[config.mk]
export PLATFORM = sky130hd
export DESIGN_NAME = logic_unit_seq
export DESIGN_NICKNAME = d
export VERILOG_FILES = /design/src/rtl/logic_unit_seq.sv
export SDC_FILE = /design/constraint.sdc
export NUM_CORES = 1
export LEC_CHECK = 0
export ABC_AREA = 1
export CAP_MARGIN = 20
export CORE_ASPECT_RATIO = 0.7
export CORE_MARGIN = 2
export CORE_UTILIZATION = 56
export DETAILED_ROUTE_END_ITERATION = 8
export PLACE_DENSITY = 0.82
export SLEW_MARGIN = 40
export SYNTH_ARGS = -nofsm -noshare
export SYNTH_HDL_FRONTEND = slang
export SYNTH_SLANG_ARGS = --single-unit
[constraint.sdc]
create_clock -name clk -period 1.6 [get_ports clk]
set_input_delay 0.48 -clock clk [delete_from_list [all_inputs] [get_ports clk]]
set_output_delay 0.48 -clock clk [all_outputs]
set_load 0.05 [all_outputs]
[src/rtl/logic_unit_seq.sv]
// Multi-op bitwise logic unit processing WIDTH-bit operands CHUNK bits per clock; out_valid NCHUNK cycles after accept.
// in_ready only in IDLE (producer stalls); result is held in DONE until out_ready, with no accept on the drain edge.
module logic_unit_seq #(
    parameter int WIDTH = 32,
    parameter int CHUNK = 8
) (
    input  logic             clk,
    input  logic             reset,
    input  logic             in_valid,
    output logic             in_ready,
    input  logic [WIDTH-1:0] a,
    input  logic [WIDTH-1:0] b,
    input  logic [2:0]       op,
    output logic             out_valid,
    input  logic             out_ready,
    output logic [WIDTH-1:0] result,
    output logic             zero
);
    localparam int NCHUNK = WIDTH / CHUNK;
    localparam int CW     = (NCHUNK > 1) ? $clog2(NCHUNK) : 1;
    localparam logic [CW-1:0] LAST = CW'(NCHUNK - 1);

    localparam logic [1:0] S_IDLE = 2'd0;
    localparam logic [1:0] S_RUN  = 2'd1;
    localparam logic [1:0] S_DONE = 2'd2;

    generate
        if (CHUNK < 1 || WIDTH % CHUNK != 0) begin : g_bad_chunk
            $error("logic_unit_seq: WIDTH must be a multiple of CHUNK");
        end
    endgenerate

    logic [1:0]       state;
    logic [CW-1:0]    cnt;
    logic [WIDTH-1:0] a_q;
    logic [WIDTH-1:0] b_q;
    logic [2:0]       op_q;
    logic [WIDTH-1:0] res_q;

    function automatic logic [CHUNK-1:0] slice_op(input logic [2:0]       o,
                                                  input logic [CHUNK-1:0] x,
                                                  input logic [CHUNK-1:0] y);
        case (o)
            3'b000:  return x & y;
            3'b001:  return x | y;
            3'b010:  return x ^ y;
            3'b011:  return ~(x & y);
            3'b100:  return ~(x | y);
            3'b101:  return ~(x ^ y);
            3'b110:  return x;
            default: return ~x;
        endcase
    endfunction

    always_ff @(posedge clk) begin
        if (reset) begin
            state <= S_IDLE;
            cnt   <= '0;
            a_q   <= '0;
            b_q   <= '0;
            op_q  <= '0;
            res_q <= '0;
        end else begin
            case (state)
                S_IDLE: begin
                    if (in_valid) begin
                        a_q   <= a;
                        b_q   <= b;
                        op_q  <= op;
                        res_q <= '0;
                        cnt   <= '0;
                        state <= S_RUN;
                    end
                end
                S_RUN: begin
                    // Constant-index slice select keeps the write decode static per slice
                    for (int k = 0; k < NCHUNK; k++) begin
                        if (cnt == CW'(k))
                            res_q[k*CHUNK +: CHUNK] <= slice_op(op_q, a_q[k*CHUNK +: CHUNK],
                                                                b_q[k*CHUNK +: CHUNK]);
                    end
                    if (cnt == LAST)
                        state <= S_DONE;
                    else
                        cnt <= cnt + CW'(1);
                end
                S_DONE: begin
                    if (out_ready)
                        state <= S_IDLE;
                end
                default: state <= S_IDLE;
            endcase
        end
    end

    assign in_ready  = (state == S_IDLE);
    assign out_valid = (state == S_DONE);
    assign result    = out_valid ? res_q : '0;
    assign zero      = out_valid & ~(|res_q);

endmodule

=== Word level (Yosys, flattened, before mapping) ===
Cells that the tools add are included.

* Register bits: 103
* Bits in latches: 0
* RAM bits: 0
* ROM bits: 0
* Input port bits: 71
* Memories kept: 0

* Add/sub/neg operators: 1
* Multiply operators: 0
* Div/mod/pow operators: 0
* Magnitude comparators: 0
* Equal/unequal tests: 18
* Shift-type cells: 0
* Mux-type cells: 18
* Bitwise operators: 30
* Reduce and logical (&&, ||, !) cells: 12

{| class="wikitable"
|+ Operator list
! kind !! count
|-
| 8-bit one-hot mux with 7 select lines || 4
|-
| 8-bit inverter || 16
|-
| 32-bit two-way mux || 2
|-
| 32-bit one-hot mux with 2 select lines || 1
|-
| 8-bit bitwise AND || 4
|-
| 8-bit two-way mux || 4
|-
| 8-bit OR || 4
|-
| 32-bit OR reduction || 1
|-
| 8-bit bitwise XOR || 4
|-
| 3-bit AND reduction || 6
|-
| 2-bit inequality test, second input constant || 6
|-
| 2-bit two-way mux || 5
|-
| 3-bit equality test, second input constant || 3
|-
| 2-bit equality test, second input constant || 3
|-
| 3-bit by 2-bit equality test with 1-bit output, second input constant || 2
|-
| 2-bit one-hot mux with 3 select lines || 1
|-
| 2-bit by 1-bit equality test with 1-bit output, second input constant || 2
|-
| 2-bit zero test || 2
|-
| 2-bit one-hot mux with 2 select lines || 1
|-
| 3-bit by 1-bit equality test with 1-bit output, second input constant || 1
|-
| 3-bit zero test || 1
|-
| 2-bit by 1-bit adder with 2-bit output, second input constant || 1
|-
| 2-bit by 1-bit inequality test with 1-bit output, second input constant || 1
|-
| 2-bit AND reduction || 1
|-
| 3 further kinds || 3
|}

=== Logic depth before layout (Yosys ltp) ===
Gate-level depths: netlist of the first run.

* Word-level depth: 5
* Gate-level depth with buffers: 10

=== Worst setup path after synthesis of the first run ===
Ideal clock, no wire load.

* Path kind: reg2out
* Start: register state[1]
* End: output result[10]
* Arrival time: 2.193 ns
* Setup slack: -1.073 ns
* Cell stages (with the launch flop): 6
* Buffers on the path: 1
* Cells stage by stage: dfxtp_1 inv_1 nor2_1 inv_1 buf_1 nor2_1

* Longest elaborated chain between the ends: 2

{| class="wikitable"
|+ RTL lines
! what !! line !! text
|-
| from (decl) || 33 || <nowiki>logic [1:0] state;</nowiki>
|-
| from (signal assigned) || 57 || <nowiki>state <= S_IDLE;</nowiki>
|-
| from (signal assigned) || 72 || <nowiki>state <= S_RUN;</nowiki>
|-
| from (signal assigned) || 83 || <nowiki>state <= S_DONE;</nowiki>
|-
| 2-bit equality test || 97 || <nowiki>assign out_valid = (state == S_DONE);</nowiki>
|-
| net out_valid || 14 || <nowiki>output logic out_valid,</nowiki>
|-
| 32-bit two-way mux || 98 || <nowiki>assign result = out_valid ? res_q : '0;</nowiki>
|-
| to (decl) || 16 || <nowiki>output logic [WIDTH-1:0] result,</nowiki>
|}

The timed path passes the listed nets, and every way through them passes these cells.

=== Worst setup path after layout of the first run ===
* Start: register res_q[31]
* End: output zero

* Longest elaborated chain between the ends: 3

{| class="wikitable"
|+ RTL lines
! what !! line !! text
|-
| from (decl) || 38 || <nowiki>logic [WIDTH-1:0] res_q;</nowiki>
|-
| from (signal, indexed assignment) || 79 || <nowiki>res_q[k*CHUNK +: CHUNK] <= slice_op(op_q, a_q[k*CHUNK +: CHUNK],</nowiki>
|-
| 32-bit OR reduction || 99 || <nowiki>assign zero = out_valid & ~(|res_q);</nowiki>
|-
| 1-bit inverter || 99 ||
|-
| 1-bit bitwise AND || 99 ||
|-
| to (decl) || 17 || <nowiki>output logic zero</nowiki>
|}

No other way between the ends.

==> out/metrics.yaml, run 1 <==
cells_and_area:
  final_nets: 1428
  fillers: 995
  area_growth_syn_to_layout_pct: 32.7
  fin_cells: 1459
  n_antenna_cell: 0
  drive_gt1_frac: 0.154
drt:
  ant_nets: 0
  wl_per_cell_um: 14.9
  vias: 8201
  routed_via_density: 5.62
  drcViolationCount: 0
  drt_iter0_drc: 726
  dr.pass1.iters: 7
  wl_um: 21700
placed_design:
  dp_slack_ns: -0.179
  hpwl_um: 14400
  gp_congestion: 0.881
  portBuffers: 105
  place_inst: 1431
worst_setup_path:
  cp_cell_sequence: "inv_2 -> nand4_1 -> nor2_1 -> nand4_1 -> nor2_4 -> buf_12"
  timing.rr.start: "op_q[0]"
  worstSetupEndpointType: "output port"
  critical-path-top-delay-family: "simple AND/OR/NAND/NOR gates"
  crit_cells: 6
  critPathLaunchType: "flop"
  timing.critical_path.arrival_ns: 1.51
  crit_type: "reg -> out"
  crit_required_ns: 1.12
  rrSetupSlack_ns: 0.09
  crit_path_frequent_cell: "nand4_1"
  critPathMaxStageDelay_ns: 0.34
  crit_start: "res_q[31]"
  cp-endpoint: "zero"
  cp_max_fo: 2
  crit_buf_inv: 2
  reg2regPathDepth: 9
  r2r_end: "res_q[17]"
  critPathSlowestCell: "dfxtp_1"
sta:
  slew_headroom: 0.716
  rsz0062_at_grt: "yes"
  worst_slew_pin_slew_ns: 0.426
  finClkSkew_ns: 0.00655
  fin_crit_sh: 1.25
  finalHoldViolCount: 0
  finalWorstSetupSlack_ns: -0.393
  min_period_ns: 1.99
  fmax_mhz: 502
  finalSetupViolations: 34
  whs_ns: 0.477
  slew_viol_final: 0
pwr:
  p_per_area_nw_per_um2: 704
  p_total_uw: 6960
  ir_drop_mv: 0.595
  p_leak_uw: 0.00462
synthesis:
  synth_edf_count: 0
  async_flop_share: 0
  yosysUniqueCellTypes: 19
  syn-cell-area_um2: 7460
  syn_area_per_cell_um2: 6.30
  synth-main-ff-cell: "dfxtp_1"
  yosysWarnings: 0
  post-synth-top-count-cell: "nand2_1"
  ys_ff_latch: 103
  syn_inst: 1183
  synth-seq-area-share: 0.277
  yosysTopAreaCell: "dfxtp_1"
  yosysTopAreaCellShare: 0.277
  synth_nets: 1322
  synth_common_cells: "202 x nand2_1, 171 x inv_1, 168 x a21oi_1, 108 x nor2_1, 103 x dfxtp_1"
  synthTopCellsByArea: "dfxtp_1 28%, ha_1 11%, a21oi_1 11%, nand2_1 10%, inv_1 8.6%"
floorplan:
  die_x_um: 142
  coreArea_um2: 13100
  rows: 35
  die_area_um2: 14300
  die_h_um: 101
  io_pins: 106
  start_util: 0.570
global_routing:
  antenna_found_initial: 0
  grt_pass1_wl_um: 34600
  grt_util_all_layers: 0.299
  gr-total-overflow: 0
  grt_max_degree: 98
  first_global_vias: 7170
run:
  drv_cap: 0
outcome:
  failed_checks: "setup timing"
  status: "complete, but fails checks"
min_path:
  min_path_type: "reg -> reg"
clock_tree:
  path_clk_slew_ns: 0.07
  clk_path_buf_depth: 2
  clock_latency_ns: 0.35
  cts_buffers: 9
  cts-root-buf: "clkbuf_16"
  cts_tree: "done"
  h-tree-depth: 3
  clock_sinks: 103
  cts_hold_buf: 0
[routing by layer]
layer | part of all wire | GRT usage
met1 | 0.45 | 0.421
met2 | 0.44 | 0.487
met3 | 0.091 | 0.0518
met4 | 0.011 | 0.0608
met5 | 0 | 0
[sequential cells by signal, summed over array words and instances, names as in the netlist]
name   cells
a_q       32
b_q       32
cnt        2
op_q       3
res_q     32
state      2
[how the worst min path moves through the flow]
stage	to	depth (start not counted)	startpoint	slack, ns
2_1_floorplan	res_q[0]	2	res_q[0]	0.45
3_3_place_gp	res_q[23]	2	res_q[23]	0.45
3_5_place_dp	res_q[3]	2	res_q[3]	0.46
4_1_cts	res_q[3]	2	res_q[3]	0.47
5_1_grt	res_q[3]	2	res_q[3]	0.48
6_report	res_q[1]	2	res_q[1]	0.48
[final cells by class]
class / instances / area, um^2 / share of cell area
clock buffers: 9 / 225 / 0.0228
repair buffers: 183 / 2030 / 0.205
inverters: 172 / 651 / 0.0657
well taps: 166 / 208 / 0.0210
multi-input cells: 820 / 4650 / 0.470
flip-flops and latches: 103 / 2090 / 0.211
clock inverters: 6 / 52.6 / 0.00531
[cell families after synthesis]
kind of cell | share of synthesized area
simple gates | 0.312
buf+inv | 0.139
compound gates | 0.158
flops | 0.277
fa+ha+maj | 0.114
[power breakdown]
group	internal, uW	switching [uW]	leakage (uW)
clock network	1080	1030	0.000137
registers	2730	147	0.000854
logic	800	1180	0.00363
[stage by stage]
step,TNS [ns],utilization,area (um^2)
3_5_place_dp,-8.81,0.706,9240
5_1_grt,-11.09,0.756,9900
4_1_cts,-9.99,0.748,9800
3_3_place_gp,-6.09,0.706,9240
2_1_floorplan,-6.01,-,7740
6_report,-9.54,0.756,9900
[worst min-delay path, cell delays in order (launching register included)]
cell and delay (ns):
dfxtp_2 0.33, nand2_1 0.06, a21oi_1 0.05
[repair_timing]
action | 4_1_cts | 5_1_grt
cloned | 2 | 1
endpoints found under the setup margin | 36 | 43
pin swaps | 9 | 8
buffers inserted | 7 | 3
gates resized for setup | 57 | 24
[layout by cell type, fill, tap and decap left out, types with 2 or more instances in the layout]
cell type / instances
inv_2: 11
clkinv_4: 2
nor2_4: 36
a21oi_1: 168
nand2_1: 202
nor4_1: 2
nor2_2: 3
o21ai_0: 66
o21ai_1: 2
dfxtp_4: 3
buf_8: 12
nor2_1: 71
inv_1: 158
ha_1: 68
buf_16: 2
dfxtp_1: 88
buf_12: 21
clkbuf_16: 9
nor4_2: 2
nand3_1: 101
inv_6: 4
dfxtp_2: 12
buf_6: 23
buf_4: 54
nand4_1: 97
inv_4: 2
clkdlybuf4s50_1: 70
Power figures use the tool's default switching activity.
==> run 2, diff against run 1 <==
--- a/config.mk
+++ b/config.mk
@@ -10,6 +10,7 @@
 export CORE_ASPECT_RATIO = 0.7
 export CORE_MARGIN = 2
 export CORE_UTILIZATION = 56
+export CTS_CLUSTER_DIAMETER = 200
 export DETAILED_ROUTE_END_ITERATION = 8
 export PLACE_DENSITY = 0.82
 export SLEW_MARGIN = 40
==> results of run 2 <==
Final layout, timing and power as in run 1 (identical DEF).
